`config.mk`:
```
export PLATFORM = sky130hd
export DESIGN_NAME = register_file_flat
export DESIGN_NICKNAME = d
export VERILOG_FILES = /design/src/rtl/register_file_if.sv /design/src/rtl/register_file.sv /design/src/flat_wrapper.sv
export SDC_FILE = /design/constraint.sdc
export NUM_CORES = 2
export LEC_CHECK = 0
export BUFFER_PORTS_ARGS = -buffer_cell sky130_fd_sc_hd__buf_4
export CORE_ASPECT_RATIO = 0.9
export CORE_MARGIN = 4
export CORE_UTILIZATION = 56
export CTS_BUF_LIST = sky130_fd_sc_hd__clkbuf_4 sky130_fd_sc_hd__clkbuf_8
export DETAILED_ROUTE_END_ITERATION = 8
export PLACE_DENSITY_LB_ADDON = 0.08
export SETUP_SLACK_MARGIN = 0.05
export SLEW_MARGIN = 15
export SYNTH_ARGS = -nofsm -noshare
export SYNTH_HDL_FRONTEND = slang
export SYNTH_SLANG_ARGS = --single-unit
```
`constraint.sdc`:
```
create_clock -name i_clk -period 58.9 [get_ports i_clk]
set_input_delay 11.78 -clock i_clk [delete_from_list [all_inputs] [get_ports i_clk]]
set_output_delay 11.78 -clock i_clk [all_outputs]
set_load 0.02 [all_outputs]
```
`src/rtl/register_file_if.sv`:
```
// Bus bundle for register_file: two combinational read ports, the write-back port
// and the debug dump stream.
interface register_file_if #(
   parameter int NB_DATA = 32,
   parameter int NB_ADDR = 5
);
   logic [NB_ADDR-1:0] i_rs1_addr;
   logic [NB_ADDR-1:0] i_rs2_addr;
   logic [NB_DATA-1:0] o_rs1_data;
   logic [NB_DATA-1:0] o_rs2_data;
   logic               i_wb_RegWrite;
   logic [NB_ADDR-1:0] i_wb_rd;
   logic [NB_DATA-1:0] i_wb_data;
   logic               i_dump_start;
   logic               i_dump_ready;
   logic               o_dump_valid;
   logic [NB_DATA-1:0] o_dump_data;
   logic [NB_ADDR-1:0] o_dump_addr;
   logic               o_dump_last;
   logic               o_dump_busy;
   logic               o_dump_done;

   modport master (
      output i_rs1_addr, i_rs2_addr, i_wb_RegWrite, i_wb_rd, i_wb_data,
             i_dump_start, i_dump_ready,
      input  o_rs1_data, o_rs2_data, o_dump_valid, o_dump_data, o_dump_addr,
             o_dump_last, o_dump_busy, o_dump_done
   );

   modport slave (
      input  i_rs1_addr, i_rs2_addr, i_wb_RegWrite, i_wb_rd, i_wb_data,
             i_dump_start, i_dump_ready,
      output o_rs1_data, o_rs2_data, o_dump_valid, o_dump_data, o_dump_addr,
             o_dump_last, o_dump_busy, o_dump_done
   );
endinterface

```
`src/rtl/register_file.sv`:
```
// Register file with x0 hardwired to zero, write-first bypass on both read ports,
// and a ready/valid debug dump that streams every register in index order.
//
// state | meaning
// IDLE  | no dump in progress, waiting for i_dump_start
// DUMP  | presenting reg[idx], advancing on each accepted word
// DONE  | single-cycle completion pulse after the last word
module register_file #(
   parameter int NB_DATA = 32,
   parameter int NB_ADDR = 5
) (
   input logic            i_clk,
   input logic            i_rst,
   register_file_if.slave bus
);
   localparam int NREG = 2 ** NB_ADDR;

   typedef enum logic [1:0] {
      S_IDLE = 2'd0,
      S_DUMP = 2'd1,
      S_DONE = 2'd2
   } dump_state_t;

   logic [NB_DATA-1:0] regs [NREG];
   dump_state_t        state_q, state_d;
   logic [NB_ADDR-1:0] idx_q, idx_d;
   logic               wr_en;

   assign wr_en = bus.i_wb_RegWrite && (bus.i_wb_rd != '0);

   always_ff @(posedge i_clk or posedge i_rst) begin
      if (i_rst) begin
         for (int i = 0; i < NREG; i++) begin
            regs[i] <= '0;
         end
      end else if (wr_en) begin
         regs[bus.i_wb_rd] <= bus.i_wb_data;
      end
   end

   // Write-back data wins over the stored value so ID sees the result the same cycle.
   always_comb begin
      bus.o_rs1_data = '0;
      bus.o_rs2_data = '0;
      if (wr_en && (bus.i_wb_rd == bus.i_rs1_addr)) begin
         bus.o_rs1_data = bus.i_wb_data;
      end else if (bus.i_rs1_addr != '0) begin
         bus.o_rs1_data = regs[bus.i_rs1_addr];
      end
      if (wr_en && (bus.i_wb_rd == bus.i_rs2_addr)) begin
         bus.o_rs2_data = bus.i_wb_data;
      end else if (bus.i_rs2_addr != '0) begin
         bus.o_rs2_data = regs[bus.i_rs2_addr];
      end
   end

   always_ff @(posedge i_clk or posedge i_rst) begin
      if (i_rst) begin
         state_q <= S_IDLE;
         idx_q   <= '0;
      end else begin
         state_q <= state_d;
         idx_q   <= idx_d;
      end
   end

   always_comb begin
      state_d = state_q;
      idx_d   = idx_q;
      case (state_q)
         S_IDLE: begin
            if (bus.i_dump_start) begin
               state_d = S_DUMP;
               idx_d   = '0;
            end
         end
         S_DUMP: begin
            // The last index leaves idx at its final value rather than wrapping.
            if (bus.i_dump_ready) begin
               if (idx_q == '1) begin
                  state_d = S_DONE;
               end else begin
                  idx_d = idx_q + 1'b1;
               end
            end
         end
         S_DONE: begin
            state_d = S_IDLE;
         end
         default: begin
            state_d = S_IDLE;
         end
      endcase
   end

   always_comb begin
      bus.o_dump_valid = (state_q == S_DUMP);
      bus.o_dump_last  = (state_q == S_DUMP) && (idx_q == '1);
      bus.o_dump_busy  = (state_q != S_IDLE);
      bus.o_dump_done  = (state_q == S_DONE);
      bus.o_dump_addr  = '0;
      bus.o_dump_data  = '0;
      if (state_q == S_DUMP) begin
         bus.o_dump_addr = idx_q;
         if (idx_q != '0) begin
            bus.o_dump_data = regs[idx_q];
         end
      end
   end
endmodule

```
`src/flat_wrapper.sv`:
```
// flat-port wrapper written by rule: the top's interface ports become plain ports
module register_file_flat 
#(
   parameter int NB_DATA = 32,
   parameter int NB_ADDR = 5
)
  (i_clk, i_rst, bus_i_rs1_addr, bus_i_rs2_addr, bus_i_wb_RegWrite, bus_i_wb_rd, bus_i_wb_data, bus_i_dump_start, bus_i_dump_ready, bus_o_rs1_data, bus_o_rs2_data, bus_o_dump_valid, bus_o_dump_data, bus_o_dump_addr, bus_o_dump_last, bus_o_dump_busy, bus_o_dump_done);
  register_file_if #(.NB_DATA(NB_DATA), .NB_ADDR(NB_ADDR)) bus_i ();
  input logic i_clk;
  input logic i_rst;
  input wire logic [$bits(bus_i.i_rs1_addr)-1:0] bus_i_rs1_addr;
  input wire logic [$bits(bus_i.i_rs2_addr)-1:0] bus_i_rs2_addr;
  input wire logic [$bits(bus_i.i_wb_RegWrite)-1:0] bus_i_wb_RegWrite;
  input wire logic [$bits(bus_i.i_wb_rd)-1:0] bus_i_wb_rd;
  input wire logic [$bits(bus_i.i_wb_data)-1:0] bus_i_wb_data;
  input wire logic [$bits(bus_i.i_dump_start)-1:0] bus_i_dump_start;
  input wire logic [$bits(bus_i.i_dump_ready)-1:0] bus_i_dump_ready;
  output wire logic [$bits(bus_i.o_rs1_data)-1:0] bus_o_rs1_data;
  output wire logic [$bits(bus_i.o_rs2_data)-1:0] bus_o_rs2_data;
  output wire logic [$bits(bus_i.o_dump_valid)-1:0] bus_o_dump_valid;
  output wire logic [$bits(bus_i.o_dump_data)-1:0] bus_o_dump_data;
  output wire logic [$bits(bus_i.o_dump_addr)-1:0] bus_o_dump_addr;
  output wire logic [$bits(bus_i.o_dump_last)-1:0] bus_o_dump_last;
  output wire logic [$bits(bus_i.o_dump_busy)-1:0] bus_o_dump_busy;
  output wire logic [$bits(bus_i.o_dump_done)-1:0] bus_o_dump_done;
  assign bus_i.i_rs1_addr = bus_i_rs1_addr;
  assign bus_i.i_rs2_addr = bus_i_rs2_addr;
  assign bus_i.i_wb_RegWrite = bus_i_wb_RegWrite;
  assign bus_i.i_wb_rd = bus_i_wb_rd;
  assign bus_i.i_wb_data = bus_i_wb_data;
  assign bus_i.i_dump_start = bus_i_dump_start;
  assign bus_i.i_dump_ready = bus_i_dump_ready;
  assign bus_o_rs1_data = bus_i.o_rs1_data;
  assign bus_o_rs2_data = bus_i.o_rs2_data;
  assign bus_o_dump_valid = bus_i.o_dump_valid;
  assign bus_o_dump_data = bus_i.o_dump_data;
  assign bus_o_dump_addr = bus_i.o_dump_addr;
  assign bus_o_dump_last = bus_i.o_dump_last;
  assign bus_o_dump_busy = bus_i.o_dump_busy;
  assign bus_o_dump_done = bus_i.o_dump_done;
  register_file #(.NB_DATA(NB_DATA), .NB_ADDR(NB_ADDR)) u_core (.i_clk(i_clk), .i_rst(i_rst), .bus(bus_i));
endmodule
```
[Word-level counts from Yosys, hierarchy flattened]
Cells that the tools add are included.
Storage, ports and cells
  register bits after elaboration: 1031
  output and inout bits: 105
  logic and storage cells: 94
Cells by class
  $add $sub $neg: 1
  order comparisons: 5
  bitwise gates (word level): 4
  reductions and logical operators: 14
  muxes and demuxes: 27
  eq/ne operators: 9
Operators by type and width (count)
  bitwise mux 1024 bit: 1
  binary-select mux 32 bit (select 5 bit): 3
  2-to-1 mux 32 bit: 13
  demux 32 bit (select 5 bit): 1
  greater-or-equal comparator 6 bit (second input constant): 4
  inverter 5 -> 6 bit: 4
  2-to-1 mux 5 bit: 4
  nonzero test 5 bit: 4
  equality test 5 bit: 2
  case mux 5 bit (2 select lines): 1
  < comparator 6 x 1 -> 1 bit (second input constant): 1
  2-to-1 mux 2 bit: 3
  inequality test 2 bit (second input constant): 3
  adder 5 x 1 -> 5 bit (second input constant): 1
  equality test 5 bit (second input constant): 1
  logical AND 1 bit: 5
  case mux 2 bit (2 select lines): 1
  AND reduction 4 bit: 1
  nonzero test 2 bit: 2
  AND reduction 3 bit: 1
  equality test 2 x 1 -> 1 bit (second input constant): 1
  equality test 2 bit (second input constant): 1
  logical NOT 2 bit: 1
  inequality test 2 x 1 -> 1 bit (second input constant): 1

[Depth between registers and ports, before layout]
  depth after elaboration: 6
  gate-level depth with buffers: 10

[Worst setup path after synthesis]
Ideal clock, no wire load.
  path type: in2out
  from: in bus_i_rs1_addr[0]
  to: out bus_o_rs1_data[24]
  stages on the path: 7
  required time: 47120 ps
  slack: 33589 ps
  buffers on the path: 3
  arrival time: 13531 ps
  cell sequence: buf_2 > buf_2 > buf_2 > mux4_2 > a22oi_1 > a21oi_1 > a221o_1
Between the ends
  longest elaborated chain between the ends: 6
Ends and longest elaborated chain
  start: declaration: line flat_wrapper.sv:11  | input wire logic [$bits(bus_i.i_rs1_addr)-1:0] bus_i_rs1_addr;
  inverter 5 -> 6 bit (implied by the code): line register_file.sv:48  | bus.o_rs1_data = regs[bus.i_rs1_addr];
  binary-select mux 32 bit (select 5 bit): line register_file.sv:48
  2-to-1 mux 32 bit (implied by the code) (2 in series): line register_file.sv:48
  2-to-1 mux 32 bit: line register_file.sv:47  | end else if (bus.i_rs1_addr != '0) begin
  2-to-1 mux 32 bit *: line register_file.sv:45  | if (wr_en && (bus.i_wb_rd == bus.i_rs1_addr)) begin
  end: declaration: line flat_wrapper.sv:18  | output wire logic [$bits(bus_i.o_rs1_data)-1:0] bus_o_rs1_data;
Mark *: on every way between the ends. The rest lies on a longest branch, timed or not. The select of a mux whose other input is x is not followed.

[Worst setup path in the final report]
  from: in bus_i_rs2_addr[1]
  to: out bus_o_rs2_data[6]
Between the ends
  longest elaborated chain between the ends: 6
Ends and longest elaborated chain
  start: declaration: line flat_wrapper.sv:12  | input wire logic [$bits(bus_i.i_rs2_addr)-1:0] bus_i_rs2_addr;
  inverter 5 -> 6 bit (implied by the code): line register_file.sv:53  | bus.o_rs2_data = regs[bus.i_rs2_addr];
  binary-select mux 32 bit (select 5 bit): line register_file.sv:53
  2-to-1 mux 32 bit (implied by the code) (2 in series): line register_file.sv:53
  2-to-1 mux 32 bit: line register_file.sv:52  | end else if (bus.i_rs2_addr != '0) begin
  2-to-1 mux 32 bit *: line register_file.sv:50  | if (wr_en && (bus.i_wb_rd == bus.i_rs2_addr)) begin
  end: declaration: line flat_wrapper.sv:19  | output wire logic [$bits(bus_i.o_rs2_data)-1:0] bus_o_rs2_data;
Marks and branches as above.

==> results.yml <==
layout:
  drive_above_1_share_pct: 51.34
  fin_nets: 4387
  final_common_cell: "dfrtp_1"
  mostFrequentLayoutCells: "dfrtp_1, mux2_2, mux4_2"
  n_fill_cell: 8621
  fin_util_pct: 61.90
  area_growth_pct: 9.242
placed_design:
  place.port_buffers: 156
  dp_hpwl_mm: 117.5
  gp_congestion: 0.8377
global_route:
  grt_pass1_wl_mm: 316.3
  antenna_found_initial: 10
  grt_pass1_vias: 44531
  grt_overflow: 0
  grt_util_all_layers_pct: 36.90
  grt_start_max_net_pins: 173
clock_network:
  insertion_delay_ps: 900
  root_buffer: "clkbuf_8"
  htree_levels: 4
  cts_sinks: 1031
  cts.clk_slew.worst_paths_ps: 60
  numCtsBuffers: 177
  clk_path_buf_depth: 3
  tritoncts: "done"
  hold_buffers: 0
  cts_setup_buffers: 0
  cts_resized: 0
route:
  wl_per_cell_um: 36.68
  wl_met2_mm: 96.25
  wirelength_mm: 218.5
  dr.max_layer_used: "met5"
  route.met3.wl_mm: 27.00
  drc_errors: 0
  drt-met1-wl_mm: 85.51
  drt_iter0_markers: 5879
  via_per_inst: 7.510
  drt_pre_antenna_iters: 6
  vias: 44735
  ant_nets: 0
power_and_ir_drop:
  p_clk_share_pct: 28.2
  p_sw_share_pct: 33.11
  cellPowerDensity_nw_per_um2: 37.40
  intPower_mw: 1.728
  p_sw_mw: 0.8554
  seq_power_share_pct: 38.4
  comb_power_share_pct: 33.4
  ir_drop_v: 0.00005517
  leakage_nw: 29.32
worst_setup_path:
  timing.rr.end: "u_core.idx_q[3]$_DFFE_PP0P_"
  worstSetupEndpoint: "bus_o_rs2_data[6]"
  cp_cell_sequence: "buf_8, nor2b_4, buf_4, buf_4, a221oi_1, o21ai_0, nand2_1, a221o_1, buf_4"
  cpLargestDelayFamily: "buffers and inverters"
  cp.required_ps: 47120
  cp-end-kind: "output pin"
  critPathLaunch: "bus_i_rs2_addr[1]"
  critPathMaxStageDelay_ps: 890
  r2r_start: "u_core.idx_q[1]$_DFFE_PP0P_"
  ff2ff_path_depth: 9
  worstSetupPathType: "in2out"
  cp_max_fo: 74
  reg2reg_setup_slack_ps: 55830
  arrival_ps: 15870
  cp.depth: 9
  crit_top_cell: "buf_4"
  start_kind: "input port"
  path_buf_inv: 4
  cp_slowest_cell: "buf_4"
logic_synthesis:
  ys_seq_area_share_pct: 40.80
  synth_enable_flop_cells: 0
  synth_nets: 4493
  synth_top_area_share_pct: 40.80
  synth_cell_types: 54
  synth_ff_type: "dfrtp_1"
  mappedNetlistArea_um2: 63240
  ys_warn_count: 0
  yosysTopAreaCell: "dfrtp_1"
  syn_area_per_cell_um2: 14.25
  syn_inst: 4438
  synth-seq-cells: 1031
  synth_area_leaders: "dfrtp_1, mux4_2, mux2_2"
  async_reset_ff_share_pct: 100.0
die:
  core_area_um2: 111600
  die_h_um: 326.8
  dieArea_um2: 118400
  ios: 157
  row_count: 116
  start_util_pct: 56.66
  die_x_um: 362.2
timing:
  setup_viol: 0
  rsz0062_at_grt: "false"
  max-slew-margin-rel_pct: 13.43
  fin_tns_setup_ps: 0
  fmax_mhz: 36.17
  finalHoldViolations: 0
  worst_pin_slew_ps: 1298
  fin_crit_sh_pct: 46.94
  maxSlewViolCount: 0
  skew_ps: 23.61
  period_minus_slack_ps: 27650
hold_path:
  hold_path_class: "reg2reg"
run:
  cap_violations: 0
run_status:
  status: "finished clean"
cell families after synthesis:
family / synth area share, %
muxes: 46.35
AOI/OAI and AO/OA: 7.061
and+or+nand+nor: 1.702
buffers and inverters: 3.862
adders and majority gates: 0.05936
xor gates and xnor gates: 0.1662
DFF: 40.80
metrics by stage:
stage,cells,hold slack (ps),cell area (µm²),setup slack [ps],power [mW]
finish,5957,415.0,69080,31250,2.584
global route,5955,424.1,69080,30980,2.692
CTS,5951,416.2,69060,31250,2.580
detailed placement,5628,403.0,65080,31250,1.852
global placement,5628,396.2,65080,31290,1.837
floorplan,4438,454.5,63240,18110,1.619
power groups by stage:
stage,Sequential (mW),Clock [mW],Combinational (mW)
2_1_floorplan,0.939,0,0.680
3_3_place_gp,0.989,0,0.848
3_5_place_dp,0.996,0,0.856
4_1_cts,0.984,0.737,0.859
5_1_grt,1.01,0.770,0.913
6_report,0.991,0.728,0.864
area by class of cell:
class                           count  area (µm²)  share of cell area (%)
Timing Repair Buffer              250        1932                   2.796
Inverter                           41       168.9                  0.2445
Tap cell                         1475        1846                   2.671
Clock inverter                     37       374.1                  0.5415
Multi-Input combinational cell   2831       35320                   51.13
Sequential cell                  1031       25810                   37.37
Clock buffer                      286        3611                   5.227
Antenna cell                        6       15.01                 0.02173
routing by layer:
layer / global-route usage [%] / vias to the layer above
met5: 0 / -
met4: 14.86 / 6
met3: 11.91 / 609
met2: 53.88 / 2915
met1: 51.65 / 23642
li1: - / 17563
state kept, by name (all words and copies together), names as in the netlist:
signal          cells
u_core.idx_q        5
u_core.regs      1024
u_core.state_q      2
worst min path at each step:
stage,from,cells after the start,end
after CTS,u_core.regs[1006]$_DFFE_PP0P_,0,u_core.regs[1006]$_DFFE_PP0P_
after floorplan,u_core.regs[1022]$_DFFE_PP0P_,1,u_core.regs[1022]$_DFFE_PP0P_
after global placement,u_core.regs[1019]$_DFFE_PP0P_,0,u_core.regs[1019]$_DFFE_PP0P_
after detailed placement,u_core.regs[1009]$_DFFE_PP0P_,0,u_core.regs[1009]$_DFFE_PP0P_
after global routing,u_core.regs[1006]$_DFFE_PP0P_,0,u_core.regs[1006]$_DFFE_PP0P_
final,u_core.regs[1004]$_DFFE_PP0P_,0,u_core.regs[1004]$_DFFE_PP0P_
synth_stat cells, drive strengths merged (2+ instances only):
cell and n:
a32oi 30, buf 229, ha 3, nor3 37
mux2 1014, o211a 2, and2 5, dfrtp 1031
inv 41, a22oi 154, o21ai 38, clkbuf 306
xnor2 10, nand3 4, a21oi 77, nand2 131
nor2 25, xor2 2, and3 3, mux2i 314
nor3b 3, a211oi 64, nand3b 6, o22ai 52
nor2b 6, nand4 3, mux4 655, nand2b 6
a211o 2, a31oi 2, o2bb2ai 11, a221oi 94
a221o 62, nand4b 2, a21o 2
Note: power is estimated with default switching activity, not from simulation.
